File: config.mk
export PLATFORM = sky130hd
export DESIGN_NAME = imem_loader
export DESIGN_NICKNAME = d
export VERILOG_FILES = /design/src/rtl/imem_loader.sv
export SDC_FILE = /design/constraint.sdc
export NUM_CORES = 1
export LEC_CHECK = 0
export BUFFER_PORTS_ARGS = -buffer_cell sky130_fd_sc_hd__buf_2
export CAP_MARGIN = 25
export CORE_MARGIN = 1
export CORE_UTILIZATION = 30
export DETAILED_ROUTE_END_ITERATION = 16
export SYNTH_ARGS = -nofsm -noshare
export SYNTH_HDL_FRONTEND = slang
export SYNTH_SLANG_ARGS = --single-unit
export TNS_END_PERCENT = 1
File: constraint.sdc
create_clock -name clk -period 3.1 [get_ports clk]
set_clock_uncertainty 0.2 [all_clocks]
set_input_delay 0.465 -clock clk [delete_from_list [all_inputs] [get_ports clk]]
set_output_delay 0.465 -clock clk [all_outputs]
set_load 0.01 [all_outputs]
File: src/rtl/imem_loader.sv
// rtl/imem_loader.sv - boot-time byte-stream loader into instruction memory
// Parses LEN/payload/CSUM, writes LE words, and holds the core in reset until the checksum verifies.
module imem_loader #(
  parameter int ADDR_W = 10
) (
  input  logic              clk,
  input  logic              rst,
  input  logic              start,
  input  logic              byte_valid,
  input  logic [7:0]        byte_data,
  output logic              byte_ready,
  output logic              imem_we,
  output logic [ADDR_W-1:0] imem_addr,
  output logic [31:0]       imem_wdata,
  output logic              core_rst,
  output logic              done,
  output logic              error
);
  localparam int IW = ADDR_W + 1;
  localparam logic [16:0] MAX_WORDS = 17'(1) << ADDR_W;

  typedef enum logic [2:0] {IDLE, LEN0, LEN1, DATA, CSUM, RUN, ERR} state_t;

  state_t            state_q, state_d;
  logic [7:0]        len_lo_q, len_lo_d;
  logic [IW-1:0]     len_q, len_d;
  logic [IW-1:0]     widx_q, widx_d;
  logic [1:0]        lane_q, lane_d;
  logic [7:0]        sum_q, sum_d;
  logic [23:0]       word_q, word_d;
  logic              we_q, we_d;
  logic [ADDR_W-1:0] addr_q, addr_d;
  logic [31:0]       wdata_q, wdata_d;
  logic [15:0]       len_full;
  logic              xfer;

  assign byte_ready = (state_q == LEN0) || (state_q == LEN1) ||
                      (state_q == DATA) || (state_q == CSUM);
  assign core_rst   = (state_q == RUN);
  assign done       = (state_q == RUN);
  assign error      = (state_q == ERR);
  assign imem_we    = we_q;
  assign imem_addr  = addr_q;
  assign imem_wdata = wdata_q;

  assign xfer     = byte_valid & byte_ready;
  assign len_full = {byte_data, len_lo_q};

  always_comb begin
    state_d  = state_q;
    len_lo_d = len_lo_q;
    len_d    = len_q;
    widx_d   = widx_q;
    lane_d   = lane_q;
    sum_d    = sum_q;
    word_d   = word_q;
    we_d     = 1'b0;
    addr_d   = addr_q;
    wdata_d  = wdata_q;
    // start wins over any byte offered in the same cycle
    if (start) begin
      state_d = LEN0;
      widx_d  = '0;
      lane_d  = '0;
      sum_d   = '0;
    end else if (xfer) begin
      case (state_q)
        LEN0: begin
          len_lo_d = byte_data;
          state_d  = LEN1;
        end
        LEN1: begin
          len_d = IW'(len_full);
          if ({1'b0, len_full} > MAX_WORDS) state_d = ERR;
          else if (len_full == 16'd0)      state_d = CSUM;
          else                             state_d = DATA;
        end
        DATA: begin
          sum_d  = sum_q + byte_data;
          lane_d = lane_q + 2'd1;
          case (lane_q)
            2'd0: word_d[7:0]   = byte_data;
            2'd1: word_d[15:8]  = byte_data;
            2'd2: word_d[23:16] = byte_data;
            default: begin
              we_d    = 1'b1;
              addr_d  = widx_q[ADDR_W-1:0];
              wdata_d = {byte_data, word_q};
              widx_d  = widx_q + IW'(1);
              if (widx_q + IW'(1) == len_q) state_d = CSUM;
            end
          endcase
        end
        CSUM: state_d = (byte_data == sum_q) ? RUN : ERR;
        default: ;
      endcase
    end
  end

  always_ff @(posedge clk or negedge rst) begin
    if (!rst) begin
      state_q  <= IDLE;
      len_lo_q <= '0;
      len_q    <= '0;
      widx_q   <= '0;
      lane_q   <= '0;
      sum_q    <= '0;
      word_q   <= '0;
      we_q     <= 1'b0;
      addr_q   <= '0;
      wdata_q  <= '0;
    end else begin
      state_q  <= state_d;
      len_lo_q <= len_lo_d;
      len_q    <= len_d;
      widx_q   <= widx_d;
      lane_q   <= lane_d;
      sum_q    <= sum_d;
      word_q   <= word_d;
      we_q     <= we_d;
      addr_q   <= addr_d;
      wdata_q  <= wdata_d;
    end
  end
endmodule

# ---- Word level (Yosys, flattened, before mapping)
# Cells that the tools add are included.
dict set report word_totals {
  input_bits 12
  output_inout_bits 47
  rom_bits 0
  n_memories 0
  register_bits 110
  ramBits 0
  latchBits 0
}
dict set report classes {
  addsub 3
  mux 22
  div 0
  bitwise 3
  shift 0
  eq_ne 13
  n_lt_le_gt_ge 1
  n_mul 0
  n_reduce_logical 18
}
# operator count
set ops {}
lappend ops {{11-bit two-way mux} 4}
lappend ops {{8-bit two-way mux} 3}
lappend ops {{4-bit AND reduction} 5}
lappend ops {{3-bit two-way mux} 6}
lappend ops {{16-bit by 11-bit greater-than comparator with 1-bit output (second input constant)} 1}
lappend ops {{16-bit logical NOT} 1}
lappend ops {{3-bit one-hot mux with 4 select lines} 1}
lappend ops {{11-bit by 1-bit adder with 11-bit output (second input constant)} 1}
lappend ops {{11-bit == test} 1}
lappend ops {{3-bit == test (second input constant)} 3}
lappend ops {{3-bit AND reduction} 3}
lappend ops {{8-bit adder} 1}
lappend ops {{8-bit == test} 1}
lappend ops {{2-bit two-way mux} 4}
lappend ops {{3-bit by 2-bit == test with 1-bit output (second input constant)} 2}
lappend ops {{5-bit nonzero test} 1}
lappend ops {{1-bit two-way mux} 4}
lappend ops {{2-bit nonzero test} 2}
lappend ops {{3-bit by 1-bit == test with 1-bit output (second input constant)} 1}
lappend ops {{1-bit logical OR} 3}
lappend ops {{3-bit by 2-bit != test with 1-bit output (second input constant)} 1}
lappend ops {{3-bit != test (second input constant)} 1}
lappend ops {{3-bit OR reduction} 1}
lappend ops {{2-bit by 1-bit adder with 2-bit output (second input constant)} 1}
lappend ops {{other kinds (7)} 8}

# ---- Logic depth before layout (Yosys ltp)
# Gate-level depths: netlist (run 1).
dict set report depth {
  depth_word 7
  mapped_depth 9
  depth_no_buf 8
}

# ---- Worst setup path before layout (run 1)
# Ideal clock, no wire load.
dict set report synth_timing {
  path_type {reg-to-reg}
  startpoint {register widx_q[1]}
  endpoint {register state_q[0]}
  required_ns 2.772
  slack_ns 0.563
  t_arrival_ns 2.209
  period_less_slack_ns 2.537
  setup_time_ns 0.128
  path_stages_with_launch 9
  n_path_buf 1
  cell_sequence {dfrtp_1 ha_1 and4_1 buf_2 a31oi_1 o32ai_1 or4_4 o21ai_2 mux2_1}
}
dict set report synth_via {
  elab_chain_len 4
}
# item line_no
set synth_rtl {}
lappend synth_rtl {{start: declaration} 27} ;# logic [IW-1:0] widx_q, widx_d;
lappend synth_rtl {{start signal: assignment} 116} ;# widx_q <= widx_d;
lappend synth_rtl {{11-bit by 1-bit adder with 11-bit output} 90} ;# if (widx_q + IW'(1) == len_q) state_d = CSUM;
lappend synth_rtl {{11-bit == test} 90}
lappend synth_rtl {{3-bit by 2-bit != test with 1-bit output (no line)} -}
lappend synth_rtl {{4-bit AND reduction (no line)} -}
lappend synth_rtl {{end signal: assignment} 113} ;# state_q <= state_d;
lappend synth_rtl {{end: declaration} 24} ;# state_t state_q, state_d;
# Every way passes these cells.
# A chain may end at the register's enable or synchronous reset.

# ---- Worst setup path in the final report (run 1)
dict set report layout_timing {
  startpoint {register widx_q[0]}
  endpoint {register state_q[0]}
}
# The elaborated chain is that of the path after synthesis.

==> metrics.txt, run 1 <==
Mapped Area between 5000 and 6000 sq um; DRT iter0 DRCs 270; initial antenna violation count 0; setup TNS 0 ps; largest family of logic cells by synthesized area simple AND/OR/NAND/NOR gates; Arr. time, crit path 2810 ps; TritonCTS buffer count 9; most frequent cells in the layout dfrtp_1, nand2_1, mux2_2; Max clock buf depth 2; root buffer cell clkbuf_16; fmax 0.360 GHz; Hold Crit Class reg2reg; mux cell area share after synthesis 0.134; final hold violations 0; Clk Latency, worst-skew pair 360 ps; DRT antenna net count 0; final wirelength 11700 microns; area grow syn2layout 15.4%; Worst Path Class, Setup reg2reg; outcome finished clean; cells after synthesis between 400 and 500; Yosys reg bits 110; Die Y 134 microns; vias in the first global route about 3800; worst path required time 3140 ps; startpoint types flip-flop; YS warnings 0; Setup crit end kind flip-flop; Most used DFF post-synth dfrtp_1; Synth Area in Compound Gates 0.0914; crit path max-delay cell type dfrtp_1; Period Utilization, post-route 0.895; sequential share of power 0.518; Slew headroom 0.403; number of vias per cell 5.01; power per cell area 586 nW/um^2; minimum clock period 2770 ps; synth unique cells 54; mean area per synthesized cell around 11 sq um; number of remaining DRC errors 0; number of flops mapped to enable cells by yosys 0; CTS tree built; Pins Over Slew Limit 0; Synth Area in Adders 0.0328; leading cell type in the layout, fill and taps excluded dfrtp_1; number of port buffers 58; DR vias about 3700; Initial Util 0.310; Synth Area in Simple Gates 0.149; pre-CTS setup slack around 360 ps; Critical Path, Cell by Cell ha_1 > nand4_2 > nor4_2 > o32ai_1 > or4_4 > o21ai_2 > mux2_1; Async SR Flop Fraction 1.00; H-tree levels 3; net count after synthesis 493; diodes inserted 0; hold slack final 270 ps; Worst path top cell family by delay simple AND/OR/NAND/NOR gates; CP bufs+invs 0; first-pass GRT wire length 19600 microns; die area 17800 sq um; clock share of power 0.323; drt pass-1 iters 4; VDD IR max 346 uV; io pins 59; Synth Area in XOR/XNOR 0.0304; total congestion overflow 0; layout cells sized above 1 0.290; critical path's largest stage delay 560 ps; slew of the pin with the lowest slew margin 893 ps; register area share after synthesis 0.530; fraction of power spent switching nets 0.279; die span in x about 130 microns; Max-Cap Viols 0; Comb pwr share 0.159; clk slew on worst S/H paths 70 ps; largest net degree at the start of global routing 50; Setup WS post-layout 326 ps; nets between 500 and 600; drt wl/cell 15.7 microns; Post-CTS Resized 0; Psw approximately 980 uW; post-detail-place hpwl 8180 microns; Setup-failing EPs final 0; Sink Count 110; LEAKAGE roughly 3.0 nW; core area about 17000 sq um; RePlAce Congestion about 0.85; internal power 2.53 mW; critical-path maximum fanout 9; Total GRT Usage 0.140; row cnt 47; unrepaired setup endpoints after global routing false
==> sequential cells by signal, summed over array words and instances, names as in the netlist <==
name and count:
word_q 24, imem_wdata 32, sum_q 8, len_q 11
widx_q 11, imem_addr 10, imem_we 1, state_q 3
lane_q 2, len_lo_q 8
==> what timing repair did <==
action,in CTS,in global routing
buffers inserted,0,0
hold buffers,1,0
endpoints found under the hold margin,46,0
==> cells by family (layout without fill, tap and decap cells) <==
family	Yosys count	count (layout)
AO/OA/AOI/OAI	70	70
XOR/XNOR	18	18
adder cells (fa/ha/maj)	13	13
buffers and inverters	36	92
flip-flops	110	110
multiplexers	62	62
AND/OR/NAND/NOR	159	159
==> final cells by class <==
class	count	area, sq um
well taps	220	275
repair buffers	67	363
inverters	9	33.8
clock inverters	6	51.3
fillers	1665	10800
flip-flops and latches	110	2750
clock buffers	10	239
multi-input cells	322	2270
==> per-stage QoR <==
step,utilization,cells,cell area (sq um),power [mW]
floorplan,-,468,5190,2.22
global placement,0.339,727,5690,2.38
detailed placement,0.339,727,5690,2.40
CTS,0.357,744,5990,3.55
global route,0.357,744,5990,3.69
finish,0.357,744,5990,3.51
==> worst reg2reg max path, cell delays in order, from the launching register on <==
cell,delay (ps)
dfrtp_1,560
ha_1,380
nand4_2,190
nor4_2,300
o32ai_1,110
or4_4,440
o21ai_2,170
mux2_1,330
==> Yosys cell counts (all sizes together) (3+ instances only) <==
master	instances	area share
nor4	5	0.0072
o211ai	5	0.0072
nor3b	3	0.0053
dfrtp	110	0.53
xnor2	9	0.015
mux2	61	0.13
a31oi	3	0.0036
a22o	9	0.015
ha	12	0.029
clkbuf	15	0.011
xor2	9	0.015
buf	12	0.014
o21ai	22	0.022
nand2	92	0.067
and4	3	0.0051
nand3	9	0.0096
a21oi	9	0.0087
nor2	18	0.013
o31ai	5	0.0072
a21o	3	0.0043
and3	6	0.0072
nand4	5	0.010
o41ai	3	0.0051
inv	9	0.0065
nor2b	3	0.0036
nor3	6	0.0058
==> power groups by stage <==
stage	registers, mW	clock network (mW)	logic, mW
finish	1.82	1.13	0.556
global placement	1.84	0	0.535
global route	1.85	1.22	0.620
floorplan	1.79	0	0.433
detailed placement	1.85	0	0.554
CTS	1.82	1.17	0.562
==> metal layers <==
| layer | wire (microns) | vias to the layer above | track usage |
|---|---|---|---|
| met3 | 455 | 14 | 0.0301 |
| met2 | 5830 | 86 | 0.236 |
| met4 | 161 | 0 | 0.0398 |
| met1 | 5210 | 1892 | 0.181 |
| met5 | 0 | - | 0 |
| li1 | - | 1732 | - |
==> worst paths after layout <==
| check | slack (ps) | depth (start not counted) | start | to |
|---|---|---|---|---|
| max | 330 | 7 | widx_q[0] | state_q[0] |
| min | 270 | 2 | imem_wdata[3] | imem_wdata[3] |
| max reg2reg | 330 | 7 | widx_q[0] | state_q[0] |
| min reg2reg | 270 | 2 | imem_wdata[3] | imem_wdata[3] |
| max in group asynchronous | 1480 | 3 | rst | word_q[10] |
| min in group asynchronous | 480 | 2 | rst | word_q[1] |
No activity file was read; power rests on OpenSTA's default activity.
==> run 2: changes to the inputs <==
--- a/config.mk
+++ b/config.mk
@@ -8,7 +8,7 @@
 export BUFFER_PORTS_ARGS = -buffer_cell sky130_fd_sc_hd__buf_2
 export CAP_MARGIN = 25
 export CORE_MARGIN = 1
-export CORE_UTILIZATION = 30
+export CORE_UTILIZATION = 36
 export DETAILED_ROUTE_END_ITERATION = 16
 export SYNTH_ARGS = -nofsm -noshare
 export SYNTH_HDL_FRONTEND = slang
==> constraint.sdc (replaced) <==
create_clock -name clk -period 2.6 [get_ports clk]
set_clock_uncertainty 0.2 [all_clocks]
set_input_delay 0.39 -clock clk [delete_from_list [all_inputs] [get_ports clk]]
set_output_delay 0.39 -clock clk [all_outputs]
set_load 0.01 [all_outputs]
==> metrics.txt, run 2 (synthesis results as in run 1) <==
outcome finished clean; clk slew on worst S/H paths 70 ps (about the same); fin area 6000 sq um (+0.17%); first-pass GRT wire length 19300 microns (-1.7%); post-CTS setup buffer count 0 (unchanged); reg2reg setup slack 140 ps (-190 ps); DR vias 3693 (-0.83%); most frequent cells in the layout dfrtp_1, nand2_1, mux2_2; Cells after DPL 693 (-4.7%); RR Endpoint state_q[0]; Hold Crit Class in2reg; Setup crit end kind flip-flop; clock share of power 0.314 (-0.009); Setup crit start widx_q[1]; unrepaired setup endpoints after global routing false; Psw 1.14 mW (+16%); leading cell type in the layout, fill and taps excluded dfrtp_1; critical-path maximum fanout 6 (-3); final hold violations 0 (unchanged); total congestion overflow 0 (unchanged); Clk Latency, worst-skew pair 340 ps (-20 ps); Max clock buf depth 2 (unchanged); TritonCTS buffer count 9 (unchanged); nets 550 (+1.1%); DRT antenna net count 0 (unchanged); Die Y 122 microns (-8.6%); Comb pwr share 0.162 (+0.003); Sink Count 110 (unchanged); Arr. time, crit path 2490 ps (-320 ps); largest net degree at the start of global routing 42 (-16%); die span in x 122 microns (-8.6%); power per cell area 688 nW/um^2 (+17%); VDD IR max 390 uV (+13%); CTS tree built; number of remaining DRC errors 0 (unchanged); post-detail-place hpwl 7940 microns (-2.9%); area grow syn2layout 15.6%; die area 14900 sq um (-16%); Reg-to-Reg Start widx_q[1]; number of vias per cell 5.20 (+3.9%); Total GRT Usage 0.169 (+0.0283); core area 14000 sq um (-17%); slew of the pin with the lowest slew margin 832 ps (-61.3 ps); diodes inserted 0 (unchanged); drt pass-1 iters 4 (unchanged); H-tree levels 3 (unchanged); worst path required time 2630 ps (-510 ps); Initial Util 0.371 (+0.0614); sequential share of power 0.524 (+0.006); internal power 2.99 mW (+18%); Setup-failing EPs final 0 (unchanged); non-filler cells, final 710 (-4.6%); Hold Path Stages 3 (+1); Pins Over Slew Limit 0 (unchanged); layout cells sized above 1 0.300 (+0.00992); fraction of power spent switching nets 0.276 (-0.00337); Max-Cap Viols 0 (unchanged); drt wl/cell 16.2 microns (+3.6%); Critical Path, Cell by Cell buf_4 > and4_1 > a211oi_1 > o32ai_1 > or4_4 > o21ai_2 > mux2_1; Slew headroom 0.444 (+0.0410); final wirelength 11500 microns (-1.1%); fmax 0.406 GHz (+13%); worst reg2reg path depth 7 (unchanged); placed cell area 5710 sq um (+0.35%); row cnt 43 (-8.5%); initial antenna violation count 0 (unchanged); pre-CTS setup slack 102 ps (-260 ps); io pins 59 (unchanged); setup TNS 0 ps (unchanged); critical path's largest stage delay 440 ps (-120 ps); max reg flops 32 (unchanged); root buffer cell clkbuf_16; RePlAce Congestion 0.847 (about the same); minimum clock period 2460 ps (-314 ps); startpoint types flip-flop; DRT iter0 DRCs 181 (-33%); number of port buffers 58 (unchanged); Worst Path Class, Setup reg2reg; crit path max-delay cell type or4_4; LEAKAGE 3.04 nW (+0.39%); Setup WS post-layout 139 ps (-186 ps); CP Capture Point state_q[0]; Period Utilization, post-route 0.946 (+0.0514); vias in the first global route 3704 (-1.8%)
[run 2: cell types whose count changed in the layout (fill, tap and decap cells not counted), moves of 2 or more]
cell	before	now
clkinvlp_4	0	3
inv_6	3	1
dfrtp_1	110	108
clkbuf_1	0	2
buf_12	0	2
buf_4	9	13
dfrtp_2	0	2
[run 2: metrics by stage]
| step | util | total power, mW | hold WS, ps |
|---|---|---|---|
| 3_5_place_dp | 0.408 | 2.87 | 203 |
| 4_1_cts | 0.428 | 4.17 | 206 |
| 6_report | 0.429 | 4.13 | 208 |
| 3_3_place_gp | 0.408 | 2.85 | 200 |
| 5_1_grt | 0.429 | 4.36 | 206 |
| 2_1_floorplan | - | 2.65 | -106 |
[run 2: cell type report]
type / instances / area (sq um)
flip-flops and latches: 110 / 2760
multi-input cells: 322 / 2280
repair buffers: 73 / 433
clock inverters: 5 / 42.5
clock buffers: 11 / 233
well taps: 180 / 225
fillers: 1353 / 7990
inverters: 9 / 33.8
[run 2: how the worst min path moves through the flow]
| stage | from | endpoint |
|---|---|---|
| final | start | state_q[2] |
| after global routing | start | state_q[2] |
| after CTS | start | state_q[2] |
| after detailed placement | rst | imem_wdata[1] |
| after global placement | rst | imem_wdata[1] |
| after floorplan | rst | imem_addr[0] |
[run 2: repair_timing]
item | CTS | global route
setup endpoints to repair | 0 | 1
hold buffers | 1 | 0
endpoints found under the hold margin | 34 | 0
resized for setup | 0 | 3
[run 2: worst max-delay path: cells and delay by family, from the launching register on]
kind                   cells  cell delay [ps]
AND/OR/NAND/NOR            2              690
multiplexers               1              330
AO/OA/AOI/OAI              3              570
buffers and inverters      1              170
flip-flops                 1              390
[run 2: routing by layer]
layer	vias to the layer above	global-route usage	routed length, microns
li1	1753	-	-
met1	1855	0.225	5370
met2	73	0.272	5530
met3	12	0.0351	441
met4	0	0.0549	181
met5	-	0	0
[run 2: power groups by stage]
stage	registers (mW)	clock network [mW]	logic (mW)
after floorplan	2.13	0	0.517
after global placement	2.19	0	0.655
after detailed placement	2.20	0	0.670
after CTS	2.16	1.33	0.675
after global routing	2.20	1.41	0.752
final	2.16	1.29	0.670
==> run 3: changes to the inputs <==
--- a/config.mk
+++ b/config.mk
@@ -5,8 +5,9 @@
 export SDC_FILE = /design/constraint.sdc
 export NUM_CORES = 1
 export LEC_CHECK = 0
-export BUFFER_PORTS_ARGS = -buffer_cell sky130_fd_sc_hd__buf_2
+export BUFFER_PORTS_ARGS = -buffer_cell sky130_fd_sc_hd__buf_4
 export CAP_MARGIN = 25
+export CORE_ASPECT_RATIO = 0.75
 export CORE_MARGIN = 1
 export CORE_UTILIZATION = 36
 export DETAILED_ROUTE_END_ITERATION = 16
==> metrics.txt, run 3 (synthesis results as in run 1) <==
number of port buffers 58 (unchanged); io pins 59 (unchanged); Clk Latency, worst-skew pair 350 ps (about the same); internal power 3.09 mW (+3.3%); worst reg2reg path depth 7 (unchanged); number of vias per cell 5.17 (-0.60%); outcome finished clean; Max-Cap Viols 0 (unchanged); minimum clock period 2490 ps (+32.9 ps); most frequent cells in the layout dfrtp_1, nand2_1, buf_4; root buffer cell clkbuf_16; die area 14900 sq um (about the same); power per cell area 689 nW/um^2 (about the same); largest net degree at the start of global routing 75 (+79%); TritonCTS buffer count 9 (unchanged); DRT iter0 DRCs 266 (+47%); CTS tree built; number of remaining DRC errors 0 (unchanged); Total GRT Usage 0.173 (+0.00479); RePlAce Congestion 0.837 (-1.1%); sequential share of power 0.511 (-0.013); drt wl/cell 16.9 microns (+4.0%); Crit path depth 7 (unchanged); pre-CTS setup slack 85.5 ps (-16.7 ps); Critical Path, Cell by Cell ha_2 > and4_2 > a31oi_1 > o32ai_1 > or4_4 > o21ai_2 > mux2_1; row cnt 37 (-14%); crit path max-delay cell type or4_4; Setup WS post-layout 106 ps (-32.9 ps); Initial Util 0.374 (+0.00267); hold slack final 164 ps (-43.6 ps); setup TNS 0 ps (unchanged); H-tree levels 3 (unchanged); die span in x 141 microns (+15%); unrepaired setup endpoints after global routing false; total congestion overflow 0 (unchanged); diodes inserted 0 (unchanged); Worst path top cell family by delay simple AND/OR/NAND/NOR gates; clock share of power 0.325 (+0.011); non-filler cells, final 705 (-0.70%); Worst Path Class, Setup reg2reg; final hold violations 0 (unchanged); startpoint types flip-flop; critical-path maximum fanout 8 (+2); layout cells sized above 1 0.302 (+0.00189); critical path's largest stage delay 440 ps (about the same); Overall Power 4.24 mW (+2.7%); worst path required time 2630 ps (about the same); Comb pwr share 0.164 (+0.002); Die Y 106 microns (-13%); vias in the first global route 3792 (+2.4%); Max clock buf depth 2 (unchanged); Slew headroom 0.621 (+0.177); clk slew on worst S/H paths 70 ps (about the same); Pins Over Slew Limit 0 (unchanged); post-detail-place hpwl 8100 microns (+2.1%); Sink Count 110 (unchanged); Psw 1.15 mW (+0.94%); Hold Path Stages 3 (unchanged); core area 13900 sq um (-0.72%); Cells after DPL 689 (-0.58%); DRT antenna net count 0 (unchanged); post-CTS setup buffer count 0 (unchanged); initial antenna violation count 0 (unchanged); final wirelength 11900 microns (+3.3%); nets 551 (+0.18%); CP bufs+invs 0 (-1); fmax 0.401 GHz (-1.3%); Hold Crit Class in2reg; max reg flops 32 (unchanged); fraction of power spent switching nets 0.271 (-0.00466); LEAKAGE 3.07 nW (+0.77%); Setup-failing EPs final 0 (unchanged); Setup crit end kind flip-flop; DR vias 3645 (-1.3%); slew of the pin with the lowest slew margin 566 ps (-266 ps); drt pass-1 iters 4 (unchanged); VDD IR max 356 uV (-8.7%); first-pass GRT wire length 19900 microns (+2.9%); area grow syn2layout 18.6%; leading cell type in the layout, fill and taps excluded dfrtp_1; Arr. time, crit path 2520 ps (+30 ps); Period Utilization, post-route 0.959 (+0.0127)
==> run 3: power groups by stage <==
stage | clock network, mW | registers [mW] | logic (mW)
after detailed placement | 0 | 2.20 | 0.700
final | 1.38 | 2.17 | 0.695
after CTS | 1.43 | 2.17 | 0.704
after floorplan | 0 | 2.13 | 0.517
after global routing | 1.49 | 2.20 | 0.770
after global placement | 0 | 2.18 | 0.681
==> run 3: area by class of cell <==
cell class | count | area (sq um)
Fill cell | 1303 | 7730
Sequential cell | 110 | 2760
Multi-Input combinational cell | 322 | 2280
Timing Repair Buffer | 74 | 583
Clock buffer | 11 | 233
Tap cell | 175 | 219
Clock inverter | 4 | 55.1
Inverter | 9 | 33.8
==> run 3: per-layer routing <==
metal	up-vias	wire (microns)	part of all wire	global-route usage
li1	1751	-	-	-
met1	1806	5990	0.50	0.245
met2	73	5220	0.44	0.259
met3	15	535	0.045	0.0455
met4	0	156	0.013	0.0543
met5	-	0	0	0
==> run 3: worst register-to-register path, stage by stage, from the launching register on <==
cell,delay (ps)
dfrtp_1,380
ha_2,240
and4_2,280
a31oi_1,200
o32ai_1,110
or4_4,440
o21ai_2,170
mux2_1,350
==> run 3: stage by stage <==
stage / utilization / cell area (sq um)
CTS: 0.443 / 6150
global route: 0.443 / 6160
floorplan: - / 5190
detailed placement: 0.421 / 5850
global placement: 0.421 / 5850
finish: 0.443 / 6160
==> run 3: path summary, 6_finish.rpt <==
kind,end,slack (ps),start
max reg2reg,state_q[0],110,widx_q[0]
min reg2reg,imem_wdata[15],270,word_q[15]
min,state_q[2],160,start
min in group asynchronous,imem_wdata[13],320,rst
max in group asynchronous,widx_q[2],1090,rst
max,state_q[0],110,widx_q[0]
==> run 3: what timing repair did <==
action,CTS,global route
endpoints found under the hold margin,36,0
resized for setup,0,4
hold buffers,1,0
setup endpoints to repair,0,1
